File: config.mk
export PLATFORM = sky130hd
export DESIGN_NAME = snake_matrix_scan
export DESIGN_NICKNAME = d
export VERILOG_FILES = /design/src/rtl/snake_matrix_scan.sv
export SDC_FILE = /design/constraint.sdc
export NUM_CORES = 1
export LEC_CHECK = 0
export BUFFER_PORTS_ARGS = -buffer_cell sky130_fd_sc_hd__buf_4
export CAP_MARGIN = 20
export CORE_ASPECT_RATIO = 1.5
export CORE_MARGIN = 2
export CORE_UTILIZATION = 45
export CTS_CLUSTER_SIZE = 8
export DETAILED_ROUTE_END_ITERATION = 8
export PLACE_DENSITY = 0.72
export SYNTH_ARGS = -nofsm -noshare
export SYNTH_HDL_FRONTEND = slang
export SYNTH_SLANG_ARGS = --single-unit
File: constraint.sdc
create_clock -name sys_clk -period 2.7 [get_ports sys_clk]
set_clock_uncertainty 0.2 [all_clocks]
set_input_delay 0.27 -clock sys_clk [delete_from_list [all_inputs] [get_ports sys_clk]]
set_output_delay 0.27 -clock sys_clk [all_outputs]
set_load 0.03 [all_outputs]
File: src/rtl/snake_matrix_scan.sv
`default_nettype none
// ============================================================================
// Module      : snake_matrix_scan
// Description : Scans an 8x8 LED matrix through a 16-bit 74HC595 chain.
//               Each row gets a {one-hot row select, active-low column} word
//               built from four snake cell indices. The snapshot is
//               frame-coherent, and the head can optionally blink.
// Revision    : 1.0 - initial release
// ============================================================================
module snake_matrix_scan #(
    parameter int SHIFT_DIV    = 2,     // sys_clk cycles per shcp half-period
    parameter int ROW_DWELL    = 1000,  // sys_clk cycles a latched row is held
    parameter int BLINK_FRAMES = 32     // frames per head-blink toggle, 0 = off
) (
    input  logic        sys_clk,
    input  logic        sys_reset_n,
    input  logic [23:0] snake_body,
    input  logic        enable,
    output logic        ds,
    output logic        shcp,
    output logic        stcp,
    output logic [2:0]  row_idx,
    output logic        frame_start
);

    localparam logic [2:0] S_IDLE  = 3'd0;
    localparam logic [2:0] S_LOAD  = 3'd1;
    localparam logic [2:0] S_SHIFT = 3'd2;
    localparam logic [2:0] S_LATCH = 3'd3;
    localparam logic [2:0] S_DWELL = 3'd4;

    localparam logic [7:0]  c_div_last     = 8'(SHIFT_DIV - 1);
    localparam logic [15:0] c_dwell_last   = 16'(ROW_DWELL - 1);
    localparam logic [15:0] c_blink_frames = 16'(BLINK_FRAMES);
    localparam bit          c_blink_en     = (BLINK_FRAMES != 0);

    logic [2:0]  r_state;
    logic [23:0] r_snap;        // body captured at the row-0 load
    logic        r_blink_off;   // running blink phase (1 = head dark)
    logic        r_frame_off;   // blink phase frozen for the current frame
    logic [15:0] r_frame_cnt;   // completed frames since last phase toggle
    logic [14:0] r_shreg;       // remaining bits after the one on ds
    logic [7:0]  r_div_cnt;
    logic [3:0]  r_bit_cnt;
    logic [15:0] r_dwell_cnt;
    logic        r_ds;
    logic        r_shcp;
    logic        r_stcp;
    logic [2:0]  r_row;
    logic        r_frame_start;

    logic [23:0] w_body;
    logic        w_head_off;
    logic [7:0]  w_lit;
    logic [15:0] w_word;

    // Build the shift word for the current row; row 0 uses the live input
    // and live blink phase because that is the cycle the snapshot is taken.
    always_comb begin
        w_body     = (r_row == 3'd0) ? snake_body : r_snap;
        w_head_off = (r_row == 3'd0) ? r_blink_off : r_frame_off;
        w_lit      = 8'h00;
        for (int s = 0; s < 4; s++) begin
            if ((w_body[23-6*s -: 3] == r_row) && !((s == 0) && w_head_off)) begin
                w_lit[w_body[20-6*s -: 3]] = 1'b1;
            end
        end
        w_word = {8'b1 << r_row, ~w_lit};
    end

    // Scan sequencer: row load, serial shift, latch strobe, dwell, frame wrap.
    always_ff @(posedge sys_clk) begin
        if (!sys_reset_n) begin
            r_state       <= S_IDLE;
            r_snap        <= 24'd0;
            r_blink_off   <= 1'b0;
            r_frame_off   <= 1'b0;
            r_frame_cnt   <= 16'd0;
            r_shreg       <= 15'd0;
            r_div_cnt     <= 8'd0;
            r_bit_cnt     <= 4'd0;
            r_dwell_cnt   <= 16'd0;
            r_ds          <= 1'b0;
            r_shcp        <= 1'b0;
            r_stcp        <= 1'b0;
            r_row         <= 3'd0;
            r_frame_start <= 1'b0;
        end else begin
            r_frame_start <= 1'b0;
            case (r_state)
                S_IDLE: begin
                    if (enable) begin
                        r_state       <= S_LOAD;
                        r_frame_start <= (r_row == 3'd0);
                    end
                end

                S_LOAD: begin
                    r_shreg   <= w_word[14:0];
                    r_ds      <= w_word[15];
                    r_shcp    <= 1'b0;
                    r_div_cnt <= 8'd0;
                    r_bit_cnt <= 4'd0;
                    r_state   <= S_SHIFT;
                    if (r_row == 3'd0) begin
                        r_snap      <= snake_body;
                        r_frame_off <= r_blink_off;
                    end
                end

                S_SHIFT: begin
                    if (r_div_cnt == c_div_last) begin
                        r_div_cnt <= 8'd0;
                        if (!r_shcp) begin
                            r_shcp <= 1'b1;
                        end else begin
                            r_shcp <= 1'b0;
                            if (r_bit_cnt == 4'd15) begin
                                r_stcp  <= 1'b1;
                                r_state <= S_LATCH;
                            end else begin
                                r_bit_cnt <= r_bit_cnt + 4'd1;
                                r_ds      <= r_shreg[14];
                                r_shreg   <= {r_shreg[13:0], 1'b0};
                            end
                        end
                    end else begin
                        r_div_cnt <= r_div_cnt + 8'd1;
                    end
                end

                S_LATCH: begin
                    if (r_div_cnt == c_div_last) begin
                        r_div_cnt   <= 8'd0;
                        r_stcp      <= 1'b0;
                        r_dwell_cnt <= 16'd0;
                        r_state     <= S_DWELL;
                    end else begin
                        r_div_cnt <= r_div_cnt + 8'd1;
                    end
                end

                S_DWELL: begin
                    if (r_dwell_cnt == c_dwell_last) begin
                        r_dwell_cnt <= 16'd0;
                        if (r_row == 3'd7) begin
                            r_row <= 3'd0;
                            if (c_blink_en && ((r_frame_cnt + 16'd1) == c_blink_frames)) begin
                                r_frame_cnt <= 16'd0;
                                r_blink_off <= ~r_blink_off;
                            end else begin
                                r_frame_cnt <= r_frame_cnt + 16'd1;
                            end
                            if (enable) begin
                                r_state       <= S_LOAD;
                                r_frame_start <= 1'b1;
                            end else begin
                                r_state <= S_IDLE;
                            end
                        end else begin
                            r_row   <= r_row + 3'd1;
                            r_state <= S_LOAD;
                        end
                    end else begin
                        r_dwell_cnt <= r_dwell_cnt + 16'd1;
                    end
                end

                default: begin
                    r_state <= S_IDLE;
                end
            endcase
        end
    end

    assign ds          = r_ds;
    assign shcp        = r_shcp;
    assign stcp        = r_stcp;
    assign row_idx     = r_row;
    assign frame_start = r_frame_start;

endmodule
`default_nettype wire

== After elaboration in Yosys (flattened, before gate mapping) ==
Cells that the tools add are included.
Storage, ports and cells
  bits in registers: 95
  output and inout port bits: 7
  word-level logic and storage cells: 129
Cells by class
  add/sub/neg operators: 5
  $lt $le $gt $ge: 8
  eq/ne operators: 20
  shifts and indexed selects: 1
  multiplexer cells: 55
  bitwise operators: 5
  reductions and logical operators: 21
Operators by type and width (count)
  $mux W16: 3
  $mux W15: 3
  $mux W8: 5
  $add A16 B1 Y16 const B: 2
  $pmux W16 S2: 1
  $pmux W15 S2: 1
  $mux W24: 1
  $mux W3: 8
  $or A8 B8 Y8: 3
  $mux W1: 19
  $eq A16 B10 Y1 const B: 1
  $eq A16 B6 Y1 const B: 1
  $lt A3 B4 Y1 const B: 4
  $pmux W8 S2: 1
  $pmux W3 S5: 1
  $ne A2 B2 Y1 const B: 7
  $demux W1 S3: 4
  $eq A3 B3 Y1: 4
  $ge A3 B1 Y1 const B: 4
  $mux W4: 3
  $add A8 B1 Y8 const B: 1
  $eq A8 B1 Y1 const B: 1
  $not A8 Y8: 1
  $pmux W1 S2: 4
  other kinds (19): 32

== Depth between registers and ports, before layout ==
  depth in word-level cells: 15
  mapped depth: 12
  depth with buffers taken out: 8

== Worst setup path after synthesis ==
OpenSTA, ideal clock, no wires.
  kind: reg-to-reg
  start: register r_row[0], in the netlist row_idx[0]
  end: register r_shreg[6]
  library setup time: 117 ps
  data arrival time: 2766 ps
  path slack: -383 ps
  cell stages (with the launch flop): 12
  clock period less this slack: 3083 ps
  cell sequence: dfxtp_1 clkbuf_1 inv_1 ha_1 buf_2 nor2b_1 buf_2 buf_4 mux2i_1 nor4_1 a22oi_1 a32o_1
Between the ends
  longest elaborated chain between the ends: 15
  elaborated cells between the ends (all ways): 38
  classes of those cells: 8 x order compare; 4 x eq/ne; 15 x mux; 4 x bitwise; 7 x reduce/logical
RTL lines
  start: declaration: RTL line 49  | logic [2:0] r_row;
  start signal: assignment: RTL line 161  | r_row <= r_row + 3'd1;
  $logic_not A3 Y1: RTL line 60, 61
  $mux W24
  $lt A3 B4 Y1 (implied by the code) or $ge A3 B1 Y1 (tied branches): RTL line 65  | w_lit[w_body[20-6*s -: 3]] = 1'b1;
  $logic_and A1 B1 Y1 (implied by the code): RTL line 65
  $mux W1 (implied by the code): RTL line 65
  $demux W1 S3: RTL line 65
  $mux W8: RTL line 64  | if ((w_body[23-6*s -: 3] == r_row) && !((s == 0) && w_head_off)) begin
  $or A8 B8 Y8 (no line)
  $mux W8: RTL line 64
  $or A8 B8 Y8 (no line)
  $mux W8: RTL line 64
  $or A8 B8 Y8 (no line)
  $mux W8 (*): RTL line 64
  $not A8 Y8 (*): RTL line 68  | w_word = {8'b1 << r_row, ~w_lit};
  $pmux W15 S2 (*): RTL line 90  | case (r_state)
  end signal: assignment: RTL line 99  | r_shreg <= w_word[14:0];
  end signal: assignment: RTL line 124  | r_shreg <= {r_shreg[13:0], 1'b0};
  end: declaration: RTL line 42  | logic [14:0] r_shreg;
Mark *: on every way between the ends. The rest lies on a longest branch, timed or not.
A chain may end at the register's enable or synchronous reset.

== Final worst setup path ==
  start: register r_dwell_cnt[4]
  end: register r_dwell_cnt[7]
Between the ends
  longest elaborated chain between the ends: 3
  elaborated cells between the ends (all ways): 4
  classes of those cells: 1 x add/sub; 1 x eq/ne; 2 x mux
RTL lines
  start: declaration: RTL line 45  | logic [15:0] r_dwell_cnt;
  start signal: assignment: RTL line 165  | r_dwell_cnt <= r_dwell_cnt + 16'd1;
  $add A16 B1 Y16 or $eq A16 B10 Y1 (tied branches): RTL line 165, 144
  $mux W16 (*): RTL line 144  | if (r_dwell_cnt == c_dwell_last) begin
  $pmux W16 S2 (*): RTL line 90
Marks and branches as above.

==> results.toml <==
[outcome]
status = "finished clean"

[critical_path]
r2r-start = "r_dwell_cnt[4]"
reg2regPathDepth = 7
cp_slowest_cell = "or4_4"
slowest_delay_ps = 540
cp-start-kind = "flop"
ff2ff_setup_slack_ps = 140
crit_buf_inv = 1
critical_path_arrival_ps = 2580
path_delay_family = "simple AND/OR/NAND/NOR gates"
cp-end-kind = "flop"
required_ps = 2720
criticalPathCategory = "flop to flop"
r2r-end = "r_dwell_cnt[7]"
path_max_fanout = 11
worstPathCellList = "or4_4, nor4_4, buf_4, nand2b_1, o21ai_0, a22oi_1, nor2_1"

[place]
place_hpwl_um = 10100
gp_congestion = 0.899
pre_cts_slack_ps = -53.8
numPortBuffers = 33

[power_and_ir_drop]
power_frac_seq = 0.410
vdd_drop_max_mv = 0.389
clockPowerShare = 0.331
switching_power_mw = 1.42
p_comb_frac = 0.259
leakage_nw = 2.42
switching_share = 0.324
intPower_mw = 2.96
p_per_area_nw_per_um2 = 671

[floorplan]
ios = 34
coreArea_um2 = 11500
die_area_um2 = 12800
die_w_um = 92.9
start_util = 0.462
rows = 48
die_h_um = 137

[synthesis]
async_flop_share = 0
ys_types = 68
yosysWarnings = 0
syn_nets = 729
synth_compound_area_frac = 0.200
synthAdderAreaFrac = 0.0258
postSynthCellCount = 691
mappedNetlistArea_um2 = 5330
synth-edff-count = 0
synth_flop_cell = "dfxtp_1"
ys_seq_area_frac = 0.357
synth_top_family_by_area = "simple AND/OR/NAND/NOR gates"
synth-simple-area-share = 0.309
synth_xor_xnor_area_share = 0.0443
synth.avg_cell_area_um2 = 7.72
synth_mux_area_frac = 0.0228
synth-seq-cells = 95

[timing]
fin_ws_ps = 137
setup_viol = 0
worst_pin_slew_ps = 534
rsz0062_at_grt = "false"
slew_violations = 0
fin_tns_setup_ps = 0
finalCriticalPeriod_ps = 2560
finalCritPeriodShare = 0.949
relSlewSlack = 0.642
max_freq_ghz = 0.390
finalHoldViolations = 0

[clock_network]
clk_pin_slew_worst_paths_ps = 70
clockRootBuffer = "clkbuf_16"
clock_sinks = 95
cts_buffers = 9
cts_tree = "built"
cts_buffer_depth = 2
cts_max_level = 3
clk_latency_ps = 350

[worst_hold_path]
hold_depth = 3
min_to = "r_snap[18]"
worst_hold_path_type = "input pin to flop"
worstHoldStart = "snake_body[18]"

[detailed_routing]
drc = 0
wl_per_cell_um = 15.6
drt_iter0_markers = 349
dr_total_vias = 5315
drtAntennaViolNets = 0
vias_per_cell = 5.85
first_pass_iters = 7
drt_wl_total_um = 14200

[global_route]
grt_pass1_vias = 4990
grt_pass1_wl_um = 23300
grt_antenna_before_repair = 0
grt_overflow_total = 0
grt_usage = 0.226
grt_max_degree = 41

[job]
drv_cap = 0

[cells_and_area]
fillers = 1035
layout_commonest_cell = "nand2_1"
synthToLayoutAreaGrowth_pct = 22.5
final_cell_mix = "nand2_1, dfxtp_1, nor2_1"
final_nets = 792
diodes = 0
drive_gt1_frac = 0.159
==> cell usage after synthesis (all sizes together) (2+ instances only) <==
| cell | number | area share |
|---|---|---|
| clkbuf | 29 | 0.021 |
| buf | 9 | 0.0099 |
| nand3 | 37 | 0.036 |
| a31o | 3 | 0.0049 |
| nor2b | 2 | 0.0023 |
| nand3b | 11 | 0.015 |
| nand4 | 11 | 0.013 |
| nand2 | 103 | 0.073 |
| nand2b | 7 | 0.0082 |
| o21ai | 26 | 0.024 |
| a21oi | 57 | 0.053 |
| ha | 11 | 0.026 |
| or3 | 9 | 0.011 |
| a31oi | 6 | 0.0070 |
| mux2i | 11 | 0.021 |
| inv | 16 | 0.011 |
| o31a | 2 | 0.0033 |
| a21o | 2 | 0.0028 |
| o31ai | 8 | 0.011 |
| o211ai | 3 | 0.0042 |
| or4 | 3 | 0.0049 |
| dfxtp | 95 | 0.36 |
| or3b | 2 | 0.0033 |
| nor4 | 9 | 0.013 |
| a32o | 4 | 0.0075 |
| a22oi | 6 | 0.0084 |
| and2 | 2 | 0.0023 |
| a41oi | 2 | 0.0033 |
| and4 | 2 | 0.0033 |
| a211oi | 12 | 0.018 |
| a311oi | 7 | 0.011 |
| a221oi | 2 | 0.0033 |
| xor2 | 7 | 0.011 |
| nor4b | 4 | 0.0066 |
| nor3 | 21 | 0.024 |
| o22ai | 6 | 0.0070 |
| nor2 | 73 | 0.051 |
| or2 | 2 | 0.0023 |
| and3 | 15 | 0.018 |
| nor3b | 13 | 0.018 |
| o21a | 6 | 0.0084 |
| xnor2 | 20 | 0.033 |
==> worst max path at each step <==
stage | cells after the start | start | to | slack [ps]
3_3_place_gp | 9 | row_idx[1] | r_shreg[6] | 30
6_report | 7 | r_dwell_cnt[4] | r_dwell_cnt[7] | 140
4_1_cts | 9 | row_idx[1] | r_shreg[5] | 10
3_5_place_dp | 9 | row_idx[1] | r_shreg[0] | -50
2_1_floorplan | 12 | row_idx[0] | r_shreg[6] | 4
5_1_grt | 10 | row_idx[1] | r_shreg[0] | 30
==> cell type report <==
class / count / area [um2] / share of cell area
clock inverters: 5 / 77.6 / 0.0119
repair buffers: 90 / 738 / 0.113
flip-flops and latches: 95 / 1910 / 0.292
inverters: 16 / 60.1 / 0.00919
clock buffers: 11 / 264 / 0.0404
well taps: 150 / 188 / 0.0287
multi-input cells: 542 / 3300 / 0.505
==> timing repair <==
item                                   in CTS  in global routing
setup endpoints to repair                   7                  8
buffers inserted                            1                  0
resized for setup                           2                  4
endpoints found under the hold margin      20                  0
hold buffers                               20                  0
pin swaps                                   1                  1
==> power groups by stage <==
stage	Clock (mW)	Sequential [mW]	Combinational [mW]
finish	1.45	1.80	1.14
global route	1.53	1.82	1.27
detailed placement	0	1.82	1.10
global placement	0	1.81	1.07
floorplan	0	1.79	0.799
CTS	1.47	1.79	1.12
==> metal layers <==
layer | up-vias | share of wire | global-route usage
met5 | - | 0 | 0
met4 | 0 | 0.026 | 0.0931
met3 | 32 | 0.040 | 0.0312
met2 | 163 | 0.55 | 0.437
met1 | 2499 | 0.39 | 0.241
li1 | 2621 | - | -
==> state kept, by name, summed over array words and instances (netlist names), 3 cells and up <==
register     cells
r_snap          24
r_dwell_cnt     16
r_frame_cnt     16
r_shreg         15
r_div_cnt        8
r_bit_cnt        4
r_state          3
row_idx          3
==> worst reg2reg max path, stage by stage (launching register included) <==
cell      delay, ps
dfxtp_1         360
or4_4           540
nor4_4          340
buf_4           210
nand2b_1        350
o21ai_0         160
a22oi_1         220
nor2_1           60
==> stage by stage <==
step                hold slack [ps]  instances  area, um2   util  total power, mW
floorplan                       206        691       5400      -             2.59
global placement                243        872       5950  0.516             2.89
detailed placement              251        872       5950  0.516             2.92
CTS                           0.348        909       6510  0.564             4.38
global route                   10.0        909       6530  0.567             4.62
finish                         3.20        909       6530  0.567             4.39
==> logic make-up (layout without fill, tap and decap cells) <==
logic type | Yosys count | in the layout
compound gates | 164 | 164
xor+xnor | 27 | 27
fa+ha+maj | 11 | 11
buf+inv | 54 | 122
flops | 95 | 95
mux | 12 | 12
simple gates | 328 | 328
(Power assumes the default switching activity.)
